### config.mk
export PLATFORM = sky130hd
export DESIGN_NAME = mem_access_unit
export DESIGN_NICKNAME = d
export VERILOG_FILES = /design/src/rtl/mem_access_unit.sv
export SDC_FILE = /design/constraint.sdc
export NUM_CORES = 1
export LEC_CHECK = 0
export ABC_AREA = 1
export CAP_MARGIN = 25
export CORE_ASPECT_RATIO = 1.25
export CORE_MARGIN = 5
export CORE_UTILIZATION = 40
export CTS_CLUSTER_SIZE = 25
export DETAILED_ROUTE_END_ITERATION = 8
export MAX_ROUTING_LAYER = met4
export PLACE_DENSITY = 0.67
export SLEW_MARGIN = 10
export SYNTH_ARGS = -nofsm -noshare
export SYNTH_HDL_FRONTEND = slang
export SYNTH_SLANG_ARGS = --single-unit
### constraint.sdc
create_clock -name clk -period 2.02 [get_ports clk]
set_input_delay 0.303 -clock clk [delete_from_list [all_inputs] [get_ports clk]]
set_output_delay 0.303 -clock clk [all_outputs]
set_load 0.01 [all_outputs]
### src/rtl/mem_access_unit.sv
// Purpose : RV32I load/store unit in front of a single-port word memory (no byte enables).
// Latency : load RD_LATENCY+1, SW 2, SB/SH RD_LATENCY+2, fault 1 cycle(s) from accept to resp_valid.
// Backpr. : one request in flight; req_ready low while busy; resp_* is a one-cycle pulse with no backpressure.
//
// Ports:
//   clk, reset                 - clock, synchronous active-high reset
//   req_valid/req_ready        - request handshake (accept when both high)
//   req_store, req_funct3      - operation select (RV32I funct3 encoding)
//   req_addr, req_wdata, req_rd- byte address, store data, destination tag
//   resp_valid                 - completion pulse qualifying resp_rdata/resp_rd/resp_fault
//   mem_address, mem_we        - word address (low two bits zero) and write enable
//   mem_data_out, mem_data_in  - write data (zero when not writing) and read data
module mem_access_unit #(
  parameter int ADDR_W     = 32,
  parameter int RD_LATENCY = 1
) (
  input  logic              clk,
  input  logic              reset,
  input  logic              req_valid,
  output logic              req_ready,
  input  logic              req_store,
  input  logic [2:0]        req_funct3,
  input  logic [ADDR_W-1:0] req_addr,
  input  logic [31:0]       req_wdata,
  input  logic [4:0]        req_rd,
  output logic              resp_valid,
  output logic [31:0]       resp_rdata,
  output logic [4:0]        resp_rd,
  output logic              resp_fault,
  output logic [ADDR_W-1:0] mem_address,
  output logic [31:0]       mem_data_out,
  input  logic [31:0]       mem_data_in,
  output logic              mem_we
);

  typedef enum logic [1:0] {
    IDLE  = 2'd0,
    READ  = 2'd1,
    WRITE = 2'd2,
    RESP  = 2'd3
  } state_t;

  // Last value of the READ-cycle counter; the read word is taken on the
  // edge that ends the cycle in which the counter equals this value.
  localparam logic [3:0] LAT_LAST = 4'(RD_LATENCY - 1);

  state_t      state;
  logic [3:0]  lat_cnt;

  // Captured request. Only the byte lane of the address is kept here because
  // the word part lives in mem_address for the whole memory access. Only the
  // low halfword of store data is kept: a full-word store is issued straight
  // from req_wdata at accept and never needs it later.
  logic        store_q;
  logic [2:0]  funct3_q;
  logic [1:0]  lane_q;
  logic [15:0] wdata_lo_q;
  logic [4:0]  rd_q;

  logic        accept;
  logic        req_illegal;
  logic        req_misaligned;
  logic        req_fault;
  logic        req_is_sw;

  logic [7:0]  ld_byte;
  logic [15:0] ld_half;
  logic [31:0] ld_ext;
  logic [31:0] st_merged;

  assign accept = req_valid && req_ready;

  // Fault classification of the incoming request, evaluated only at accept.
  always_comb begin
    req_illegal = 1'b0;
    if (req_store) begin
      req_illegal = (req_funct3 > 3'd2);
    end else begin
      req_illegal = (req_funct3 == 3'd3) || (req_funct3 == 3'd6) || (req_funct3 == 3'd7);
    end
  end

  // funct3[1:0] gives the access size for every legal code (LBU/LHU share
  // it with LB/LH); for illegal codes the misalignment term is irrelevant.
  always_comb begin
    req_misaligned = 1'b0;
    case (req_funct3[1:0])
      2'd1:    req_misaligned = req_addr[0];
      2'd2:    req_misaligned = (req_addr[1:0] != 2'b00);
      default: req_misaligned = 1'b0;
    endcase
  end

  assign req_fault = req_illegal || req_misaligned;
  assign req_is_sw = req_store && (req_funct3 == 3'd2);

  // Lane selection from the word currently presented by memory.
  always_comb begin
    ld_byte = mem_data_in[7:0];
    case (lane_q)
      2'd0: ld_byte = mem_data_in[7:0];
      2'd1: ld_byte = mem_data_in[15:8];
      2'd2: ld_byte = mem_data_in[23:16];
      2'd3: ld_byte = mem_data_in[31:24];
      default: ld_byte = mem_data_in[7:0];
    endcase
    ld_half = lane_q[1] ? mem_data_in[31:16] : mem_data_in[15:0];
  end

  // Sign or zero extension according to the captured load type.
  always_comb begin
    ld_ext = mem_data_in;
    case (funct3_q)
      3'd0:    ld_ext = {{24{ld_byte[7]}}, ld_byte};
      3'd1:    ld_ext = {{16{ld_half[15]}}, ld_half};
      3'd4:    ld_ext = {24'd0, ld_byte};
      3'd5:    ld_ext = {16'd0, ld_half};
      default: ld_ext = mem_data_in;
    endcase
  end

  // Read-modify-write merge for SB/SH: the addressed lane takes the new
  // data, every other byte of the word read back is preserved.
  always_comb begin
    st_merged = mem_data_in;
    if (funct3_q[1:0] == 2'd0) begin
      case (lane_q)
        2'd0: st_merged[7:0]   = wdata_lo_q[7:0];
        2'd1: st_merged[15:8]  = wdata_lo_q[7:0];
        2'd2: st_merged[23:16] = wdata_lo_q[7:0];
        2'd3: st_merged[31:24] = wdata_lo_q[7:0];
        default: st_merged = mem_data_in;
      endcase
    end else begin
      if (lane_q[1]) begin
        st_merged[31:16] = wdata_lo_q;
      end else begin
        st_merged[15:0]  = wdata_lo_q;
      end
    end
  end

  // Control FSM. All outputs are registered so that each state's output
  // values appear in the cycle the state is occupied.
  always_ff @(posedge clk) begin
    if (reset) begin
      state        <= IDLE;
      lat_cnt      <= 4'd0;
      req_ready    <= 1'b1;
      resp_valid   <= 1'b0;
      resp_rdata   <= 32'd0;
      resp_rd      <= 5'd0;
      resp_fault   <= 1'b0;
      mem_address  <= '0;
      mem_data_out <= 32'd0;
      mem_we       <= 1'b0;
      store_q      <= 1'b0;
      funct3_q     <= 3'd0;
      lane_q       <= 2'd0;
      wdata_lo_q   <= 16'd0;
      rd_q         <= 5'd0;
    end else begin
      case (state)
        IDLE: begin
          if (accept) begin
            store_q    <= req_store;
            funct3_q   <= req_funct3;
            lane_q     <= req_addr[1:0];
            wdata_lo_q <= req_wdata[15:0];
            rd_q       <= req_rd;
            req_ready  <= 1'b0;
            if (req_fault) begin
              // Faults skip memory entirely; mem_address stays zero.
              state      <= RESP;
              resp_valid <= 1'b1;
              resp_fault <= 1'b1;
              resp_rdata <= 32'd0;
              resp_rd    <= req_rd;
            end else begin
              mem_address <= {req_addr[ADDR_W-1:2], 2'b00};
              lat_cnt     <= 4'd0;
              if (req_is_sw) begin
                // Full-word store needs no read-back.
                state        <= WRITE;
                mem_we       <= 1'b1;
                mem_data_out <= req_wdata;
              end else begin
                state <= READ;
              end
            end
          end
        end

        READ: begin
          if (lat_cnt == LAT_LAST) begin
            lat_cnt <= 4'd0;
            if (store_q) begin
              // Same word address stays up for the write-back.
              state        <= WRITE;
              mem_we       <= 1'b1;
              mem_data_out <= st_merged;
            end else begin
              state       <= RESP;
              mem_address <= '0;
              resp_valid  <= 1'b1;
              resp_rdata  <= ld_ext;
              resp_rd     <= rd_q;
              resp_fault  <= 1'b0;
            end
          end else begin
            lat_cnt <= lat_cnt + 4'd1;
          end
        end

        WRITE: begin
          state        <= RESP;
          mem_we       <= 1'b0;
          mem_data_out <= 32'd0;
          mem_address  <= '0;
          resp_valid   <= 1'b1;
          resp_rdata   <= 32'd0;
          resp_rd      <= rd_q;
          resp_fault   <= 1'b0;
        end

        RESP: begin
          // resp_rdata/resp_rd/resp_fault keep their value; only the
          // strobe drops.
          state      <= IDLE;
          resp_valid <= 1'b0;
          req_ready  <= 1'b1;
        end

        default: begin
          state        <= IDLE;
          lat_cnt      <= 4'd0;
          req_ready    <= 1'b1;
          resp_valid   <= 1'b0;
          mem_we       <= 1'b0;
          mem_data_out <= 32'd0;
          mem_address  <= '0;
        end
      endcase
    end
  end

endmodule

; ---- Word level (Yosys, flattened, before mapping)
; Index checks and enable logic that the tools add are counted.
[word_totals]
ff_bits = 138
word_cells = 120
[op_classes]
mux = 59
n_lt_le_gt_ge = 1
add_sub_neg = 1
reduce_logical = 22
eq_ne = 22
[ops]
columns = cell, count
row1 = 2-to-1 mux 32 bit, 14
row2 = case mux 32 bit (3 select lines), 3
row3 = case mux 32 bit (4 select lines), 1
row4 = 2-to-1 mux 16 bit, 3
row5 = 2-to-1 mux 8 bit, 4
row6 = case mux 8 bit (4 select lines), 1
row7 = 2-to-1 mux 5 bit, 4
row8 = case mux 5 bit (3 select lines), 1
row9 = 2-to-1 mux 1 bit, 14
row10 = != test 2 bit (second input constant), 7
row11 = equality test 3 bit (second input constant), 4
row12 = 2-to-1 mux 4 bit, 3
row13 = equality test 2 bit (second input constant), 5
row14 = AND reduction 5 bit, 2
row15 = 2-to-1 mux 2 bit, 4
row16 = case mux 2 bit (4 select lines), 1
row17 = case mux 4 bit (2 select lines), 1
row18 = equality test 2 x 1 -> 1 bit (second input constant), 3
row19 = equality test 3 x 2 -> 1 bit (second input constant), 2
row20 = zero test 2 bit, 3
row21 = case mux 1 bit (3 select lines), 2
row22 = AND reduction 2 bit, 3
row23 = AND reduction 6 bit, 1
row24 = nonzero test 2 bit, 3
row25 = other kinds (12), 16

; ---- Logic depth before layout (Yosys ltp)
; Gate-level depths: netlist of run 1.
[logic_depth]
ltp_word = 8
ltp_mapped = 13

; ---- Worst setup path after synthesis of run 1
; Ideal clock, no wire load.
[synth_path]
kind = reg-to-reg
from = reg state[0]
to = reg mem_data_out[16]
n_path_buf = 2
t_arrival_ns = 1.643
stages_incl_launch_ff = 10
setup_ns = 0.113
synth_period_minus_slack_ns = 1.756
required_ns = 1.907
path_slack_ns = 0.264
path_cell_list = dfxtp_1 > inv_1 > ha_1 > buf_2 > inv_2 > o21ai_2 > nand2_2 > buf_2 > nor2_1 > nor2_1
[synth_via]
elab_chain_cells = 3
word_cells_on_any_way = 11
classes_between = eq/ne (7) / mux (1) / reduce/logical (3)
[synth_lines]
columns = item, line
row1 = "start, declared", 47  ; state_t state;
row2 = "start signal, assigned", 147  ; state <= IDLE;
row3 = "start signal, assigned", 174  ; state <= RESP;
row4 = "start signal, assigned", 184  ; state <= WRITE;
row5 = "equality test 2 x 1 -> 1 bit, or another cell as far along", 163  ; case (state)
row6 = != test 2 bit (no source line) / nonzero test 3 bit (equally long branches), --
row7 = AND reduction 6 bit (no source line), --
row8 = "end signal, assigned", 186  ; mem_data_out <= req_wdata;
row9 = "end signal, assigned", 201  ; mem_data_out <= st_merged;
row10 = "end, declared", 31  ; output logic [31:0] mem_data_out,
; Several ways; a longest one is shown, not always the timed one.
; A chain may end at the register's enable or synchronous reset.

; ---- Worst setup path after layout of run 1
[layout_path]
from = reg lane_q[0]
to = reg mem_data_out[3]
[layout_via]
elab_chain_cells = 6
[layout_lines]
columns = item, line
row1 = "start, declared", 56  ; logic [1:0] lane_q;
row2 = "start signal, assigned", 168  ; lane_q <= req_addr[1:0];
row3 = zero test 2 bit, 127  ; case (lane_q)
row4 = 2-to-1 mux 8 bit, 127
row5 = 2-to-1 mux 32 bit, 126  ; if (funct3_q[1:0] == 2'd0) begin
row6 = 2-to-1 mux 32 bit, 197  ; if (store_q) begin
row7 = 2-to-1 mux 32 bit, 195  ; if (lat_cnt == LAT_LAST) begin
row8 = case mux 32 bit (3 select lines), 163
; Every way passes these cells. The select of a mux whose other input is x is not followed.

==> impl_metrics.json, run 1 <==
{
  "root_buffer": "clkbuf_16",
  "reg2reg_setup_slack_ns": 0.11,
  "syn_inst": 1221,
  "syn_area_per_cell_um2": 6.24,
  "total_power_w": 0.0172,
  "route.vias.total": 8365,
  "p_per_area_nw_per_um2": 1610,
  "drt_iter0_markers": 804,
  "wirelength_um": 26300,
  "vias_per_cell": 5.09,
  "synth.top_cells.by_area": "dfxtp_1 (36%), nand2_1 (17%), nor2_1 (8.6%)",
  "final.setup.tns_ns": 0,
  "crit_arrival_ns": 2.27,
  "status": "completed",
  "drc": 0,
  "end_kind": "flop",
  "synth_seq_area_share": 0.357,
  "cts_setup_buffers": 0,
  "ctsResizeCount": 0,
  "critPathMaxFanout": 16,
  "clock_sinks": 136,
  "drive_gt1_frac": 0.0623,
  "coreArea_um2": 18800,
  "max_cap_viol_count": 0,
  "hold_end": "resp_rdata[19]",
  "ios": 213,
  "grt_max_degree": 64,
  "routedWlPerCell_um": 16.0,
  "grt_use_total": 0.242,
  "die_w_um": 133,
  "synth_top_area_cell": "dfxtp_1",
  "globalRouteOverflowTotal": 0,
  "r2r-end": "mem_data_out[3]",
  "hpwl_um": 19100,
  "die-area_um2": 21900,
  "crit_type": "reg2reg",
  "relSlewSlack": 0.273,
  "initial_core_util": 0.406,
  "clk_latency_ns": 0.42,
  "htree_levels": 4,
  "die_h_um": 164,
  "period_share": 0.946,
  "placed_cells_incl_taps": 1613,
  "crit_path_start_kind": "flop",
  "gp_congestion": 0.942,
  "required_ns": 2.38,
  "r2r_cells": 7,
  "cts_made_buffers": 17,
  "port_buffers": 210,
  "antenna_found_initial": 0,
  "holdPathStages": 2,
  "fin_skew_ns": 0.00976,
  "worstMarginPinSlew_ns": 1.09,
  "synth-seq-cells": 136,
  "area.growth.synth_to_final_pct": 40.1,
  "min_from": "resp_rdata[19]",
  "synth_top_area_share": 0.357,
  "synth_warnings": 0,
  "final_cell_count_no_fill": 1645,
  "dr.pass1.iters": 5,
  "synth_area_um2": 7620,
  "grt_pass1_wl_um": 41000,
  "clk_pin_slew_worst_paths_ns": 0.06,
  "max_clock_freq_mhz": 523,
  "finalHoldViolations": 0,
  "fin_crit_ns": 1.91,
  "setup_violations": 0,
  "cts_tree": "built",
  "hold_path.class": "reg2reg",
  "timing.rr.start": "lane_q[0]",
  "rows": 56,
  "nets": 1518,
  "leakagePower_nw": 4.64,
  "grt_setup_unrepaired": "no",
  "synth.distinct_cells": 28,
  "clockBufferDepth": 2,
  "ir_drop_uv": 1090,
  "slew_violations": 0,
  "grt_pass1_vias": 7886,
  "diodes": 0,
  "ctsHoldBuffers": 0,
  "ant_nets": 0
}
-- state kept, by name, summed over array words and instances (netlist names) --
| name | cells |
|---|---|
| req_ready | 1 |
| resp_valid | 1 |
| wdata_lo_q | 16 |
| state | 2 |
| rd_q | 5 |
| mem_address | 30 |
| lane_q | 2 |
| resp_rdata | 32 |
| resp_rd | 5 |
| funct3_q | 3 |
| lat_cnt | 4 |
| resp_fault | 1 |
| mem_we | 1 |
| mem_data_out | 32 |
| store_q | 1 |
-- cells in the mapped netlist (all sizes together) --
master / n
or2: 1
a31oi: 2
xor2: 1
a221o: 1
dfxtp: 136
buf: 42
clkbuf: 45
nand3: 82
a21oi: 124
o21ai: 87
inv: 99
nand4: 9
conb: 1
clkinv: 1
ha: 10
nand2: 345
o211ai: 57
nor2: 178
-- how the worst max path moves through the flow --
stage                   from          endpoint  depth (start not counted)
4_1_cts             state[0]     resp_rdata[0]                          9
3_3_place_gp   req_funct3[0]    resp_rdata[25]                         12
5_1_grt            lane_q[0]   mem_data_out[7]                          7
2_1_floorplan       state[0]  mem_data_out[16]                          9
6_report           lane_q[0]   mem_data_out[3]                          7
3_5_place_dp   req_funct3[0]    resp_rdata[26]                         12
-- final cells by class --
class	instances	area (um^2)
fillers	1888	8100
multi-input cells	899	4140
flip-flops and latches	136	2720
repair buffers	246	2560
clock buffers	21	470
inverters	100	378
well taps	232	290
clock inverters	11	121
-- critical path, stage by stage, from the launching register on --
cell     delay, ns
dfxtp_1       0.37
nor2_1        0.85
a21oi_1       0.13
o21ai_1       0.13
nand3_1       0.09
nand2_1       0.13
nor2_1        0.06
nor2_1        0.09
-- metal layers --
metal	share of wire	GRT usage	vias to the layer above
li1	-	-	4297
met1	0.41	0.283	3690
met2	0.48	0.400	324
met3	0.084	0.0613	54
met4	0.033	0.0945	0
met5	0	-	-
-- metrics by stage --
| stage | cell area (um^2) | hold slack, ns | setup slack, ns | util |
|---|---|---|---|---|
| after global placement | 10100 | 0.450 | -0.202 | 0.537 |
| after detailed placement | 10100 | 0.453 | -0.276 | 0.537 |
| final | 10700 | 0.465 | 0.108 | 0.569 |
| after global routing | 10700 | 0.479 | 0.0146 | 0.569 |
| after floorplan | 7630 | 0.438 | 0.264 | - |
| after CTS | 10700 | 0.463 | 0.103 | 0.568 |
-- report_power, final --
group	internal (W)	total [W]	switching, W
sequential	0.00374	0.00436	0.000618
clock	0.00191	0.00315	0.00123
combinational	0.00406	0.00964	0.00559
-- cell families after synthesis --
group                    share of synthesized area
AO/OA/AOI/OAI                                0.198
flip-flops                                   0.357
adder cells (fa/ha/maj)                     0.0164
XOR/XNOR                                   0.00115
AND/OR/NAND/NOR                              0.323
other                                     0.000492
buffers and inverters                        0.103
-- cell usage in the layout, fill, tap and decap left out, types with 2 or more instances in the layout --
cell type / Yosys / final
a21oi_1: 124 / 123
a31oi_1: 2 / 2
buf_12: 0 / 15
buf_4: 2 / 21
bufinv_16: 0 / 2
clkbuf_16: 0 / 17
clkbuf_8: 0 / 3
clkdlybuf4s50_1: 0 / 210
clkinv_2: 0 / 4
clkinv_4: 0 / 2
clkinvlp_4: 0 / 2
conb_1: 1 / 2
dfxtp_1: 136 / 135
ha_1: 10 / 9
inv_1: 94 / 93
inv_2: 4 / 5
nand2_1: 342 / 342
nand2_2: 3 / 3
nand3_1: 82 / 82
nand4_1: 8 / 8
nor2_1: 175 / 172
nor2_2: 3 / 6
o211ai_1: 57 / 57
o21ai_0: 80 / 80
o21ai_1: 6 / 6
Power figures use the tool's default switching activity.
==> run 2, diff against run 1 <==
- ABC_AREA: 1 -> 0
- PLACE_DENSITY: 0.67 -> 0.69
==> run 2 against run 1 <==
Net effect:
- the flow now finishes with violations (setup timing)
- core utilization rose by 8.3 points
- hold slack worse by 0.070 ns
- wire length is 6.4% lower
- maximum frequency is 14% lower
- register-to-register slack got worse by 0.32 ns
- non-clock buffer count increased by 65
- area after synthesis down 14%
- count of clock-buffer cells in the layout decreased by 3
- clock power increased by 2%
- sequential share of layout area increased by 0.41 points
- largest cell class unchanged
==> impl_metrics.json, run 2 <==
{
  "status": "finished, violations left",
  "violations": "setup timing",
  "crit_path_start_kind": "flop",
  "crit_arrival_ns": 2.54,
  "route.vias.total": 7159,
  "synthAdderAreaFrac": 0.0191,
  "synth_edf_count": 0,
  "max_clock_freq_mhz": 448,
  "final_common_cell": "clkdlybuf4s50_1",
  "initial_core_util": 0.406,
  "drt_iter0_markers": 531,
  "hold_end": "resp_valid",
  "async_flop_share": 0,
  "clk_latency_ns": 0.42,
  "placed_cell_area_um2": 9460,
  "reg2reg_setup_slack_ns": -0.21,
  "fin_ws_ns": -0.212,
  "holdPathStages": 3,
  "synth_top_area_share": 0.415,
  "drc": 0,
  "r2r_cells": 9,
  "layout_common_cells": "clkdlybuf4s50_1 (207), dfxtp_1 (133), nand2_1 (101)",
  "antenna_found_initial": 1,
  "routedWlPerCell_um": 19.2,
  "grt_pass1_vias": 6840,
  "crit_type": "reg2reg",
  "hold_path.class": "in2reg",
  "required_ns": 2.33,
  "crit_path_top_delay_cell": "or4_4",
  "ios": 213,
  "total_power_w": 0.0133,
  "fin_skew_ns": 0.00849,
  "synth_top_flop_cell": "dfxtp_1",
  "wl_met1_um": 10500,
  "slew_violations": 0,
  "ctsHoldBuffers": 0,
  "max_cap_viol_count": 0,
  "synth-simple-area-share": 0.186,
  "wirelength_um": 24700,
  "globalRouteOverflowTotal": 0,
  "relSlewSlack": 0.607,
  "htree_levels": 4,
  "synth_top_family_by_area": "compound AO/OA/AOI/OAI gates",
  "synth_common_cells": "dfxtp_1 (136), nand2_1 (101), nand3_1 (66), a21oi_1 (57), o21ai_0 (46)",
  "timing.rr.start": "lat_cnt[1]",
  "worstMarginPinSlew_ns": 0.589,
  "reg.largest.list": "mem_data_out x32, resp_rdata x32, mem_address x30",
  "gp_congestion": 0.911,
  "finalHoldViolations": 0,
  "p_per_area_nw_per_um2": 1260,
  "port_buffers": 210,
  "crit_buf_inv": 3,
  "syn_inst": 794,
  "clock_sinks": 136,
  "synth_area_um2": 6550,
  "synth.distinct_cells": 59,
  "vias_per_cell": 5.58,
  "cts_made_buffers": 17,
  "grt_max_degree": 76,
  "end_kind": "flop",
  "synth_compound_area_frac": 0.267,
  "min_from": "reset",
  "ir_drop_uv": 637,
  "synth.top_cells.by_area": "dfxtp_1 (42%), nand2_1 (5.8%), nand3_1 (5.0%)",
  "synthMuxAreaShare": 0.0475,
  "grt_pass1_wl_um": 37700,
  "path_delay_family": "simple AND/OR/NAND/NOR gates",
  "grt_use_total": 0.251,
  "synth_most_common_cell": "dfxtp_1",
  "setup_violations": 71,
  "crit_chain": "inv_2, ha_4, or3b_4, a21o_1, or4_4, buf_6, clkbuf_16, nand3_1, o21ai_1",
  "leakagePower_nw": 3.88,
  "cts_tree": "built",
  "synth-seq-cells": 136,
  "synth-xor-area-share": 0,
  "dr.pass1.iters": 5,
  "routed.top_layer": "met4",
  "critPathMaxFanout": 5,
  "die_h_um": 153,
  "drive_gt1_frac": 0.223,
  "met3_length_um": 1400,
  "r2r-end": "mem_address[18]",
  "fin_crit_ns": 2.23,
  "clockBufferDepth": 2,
  "met2_length_um": 12100,
  "rows": 52,
  "coreArea_um2": 16100,
  "hpwl_um": 17300,
  "root_buffer": "clkbuf_16",
  "clk_pin_slew_worst_paths_ns": 0.06,
  "area.growth.synth_to_final_pct": 60.6,
  "period_share": 1.11,
  "die_w_um": 124,
  "n_fill_cell": 1378,
  "synth_top_area_cell": "dfxtp_1",
  "ant_nets": 0,
  "slowest_delay_ns": 0.48,
  "nets": 1170,
  "cp.depth": 9,
  "stdcell_area_um2": 10500,
  "synth_warnings": 0,
  "die-area_um2": 19100,
  "syn_area_per_cell_um2": 8.25,
  "grt_setup_unrepaired": "yes",
  "synth_seq_area_share": 0.415
}
## run 2: cell count changes in the layout (fill, tap and decap cells not counted), moves of 12 or more
cell and change:
nand2_1 -241, nor2_1 -134, inv_1 -80, a21oi_1 -69, buf_4 +58, o211ai_1 -55, o21ai_0 -39, nand3_1 -38
nor3_1 +27, a221oi_1 +25, nand3_2 +23, o21ai_1 +22, mux2_2 +17, mux2i_1 +12
## run 2: cell families after synthesis
kind of cell,Yosys count
compound gates,258
other cells,1
simple gates,267
buf+inv,93
mux,29
fa+ha+maj,10
flops,136
## run 2: worst max-delay path by stage
stage	from	to	slack, ns
floorplan	req_funct3[0]	mem_address[23]	-0.02
CTS	lat_cnt[1]	mem_address[10]	-0.19
finish	lat_cnt[1]	mem_address[18]	-0.21
global placement	req_funct3[1]	mem_data_out[1]	-0.68
global route	lat_cnt[1]	mem_address[17]	-0.23
detailed placement	req_funct3[0]	mem_address[15]	-0.69
## run 2: layer usage
layer	vias to the layer above	global-route usage
li1	3414	-
met1	3434	0.315
met2	265	0.407
met3	46	0.0457
met4	0	0.0872
met5	-	-
## run 2: final cells by class
type                            instances  area (um^2)  area share
Multi-Input combinational cell        566         3720       0.353
Timing Repair Buffer                  311         3120       0.296
Clock inverter                         14          174      0.0165
Tap cell                              216          270      0.0257
Clock buffer                           18          429      0.0408
Inverter                               20         82.6     0.00785
Antenna cell                            1         2.50    0.000238
Sequential cell                       136         2730       0.259
## run 2: worst min-delay path, delay by kind of cell
family,cells,cell delay (ns)
buffers and inverters,2,0.34
AOI/OAI and AO/OA,1,0.12
## run 2: stage by stage
step,instances,util,setup slack [ns],TNS (ns),hold slack [ns]
floorplan,795,-,-0.0213,-0.459,0.433
global placement,1230,0.586,-0.675,-60.50,0.442
detailed placement,1231,0.586,-0.686,-63.43,0.446
CTS,1277,0.639,-0.190,-9.09,0.403
global route,1282,0.652,-0.230,-11.11,0.429
finish,1282,0.652,-0.212,-5.30,0.396
## run 2: report_power, final
group / switching [W] / internal, W / total [W]
combinational: 0.00321 / 0.00313 / 0.00634
sequential: 0.000416 / 0.00334 / 0.00376
clock: 0.00126 / 0.00195 / 0.00320
total: 0.00488 / 0.00842 / 0.0133
## run 2: what timing repair did
item,CTS,global route
resized for setup,23,36
endpoints found under the setup margin,104,105
cloned,4,1
pin swaps,8,3
setup buffers,10,3
==> run 3, diff against run 2 <==
- CTS_CLUSTER_SIZE: 25 -> not set
==> results of run 3 <==
Same layout as run 2: the final DEF is identical, and so are final timing and power.
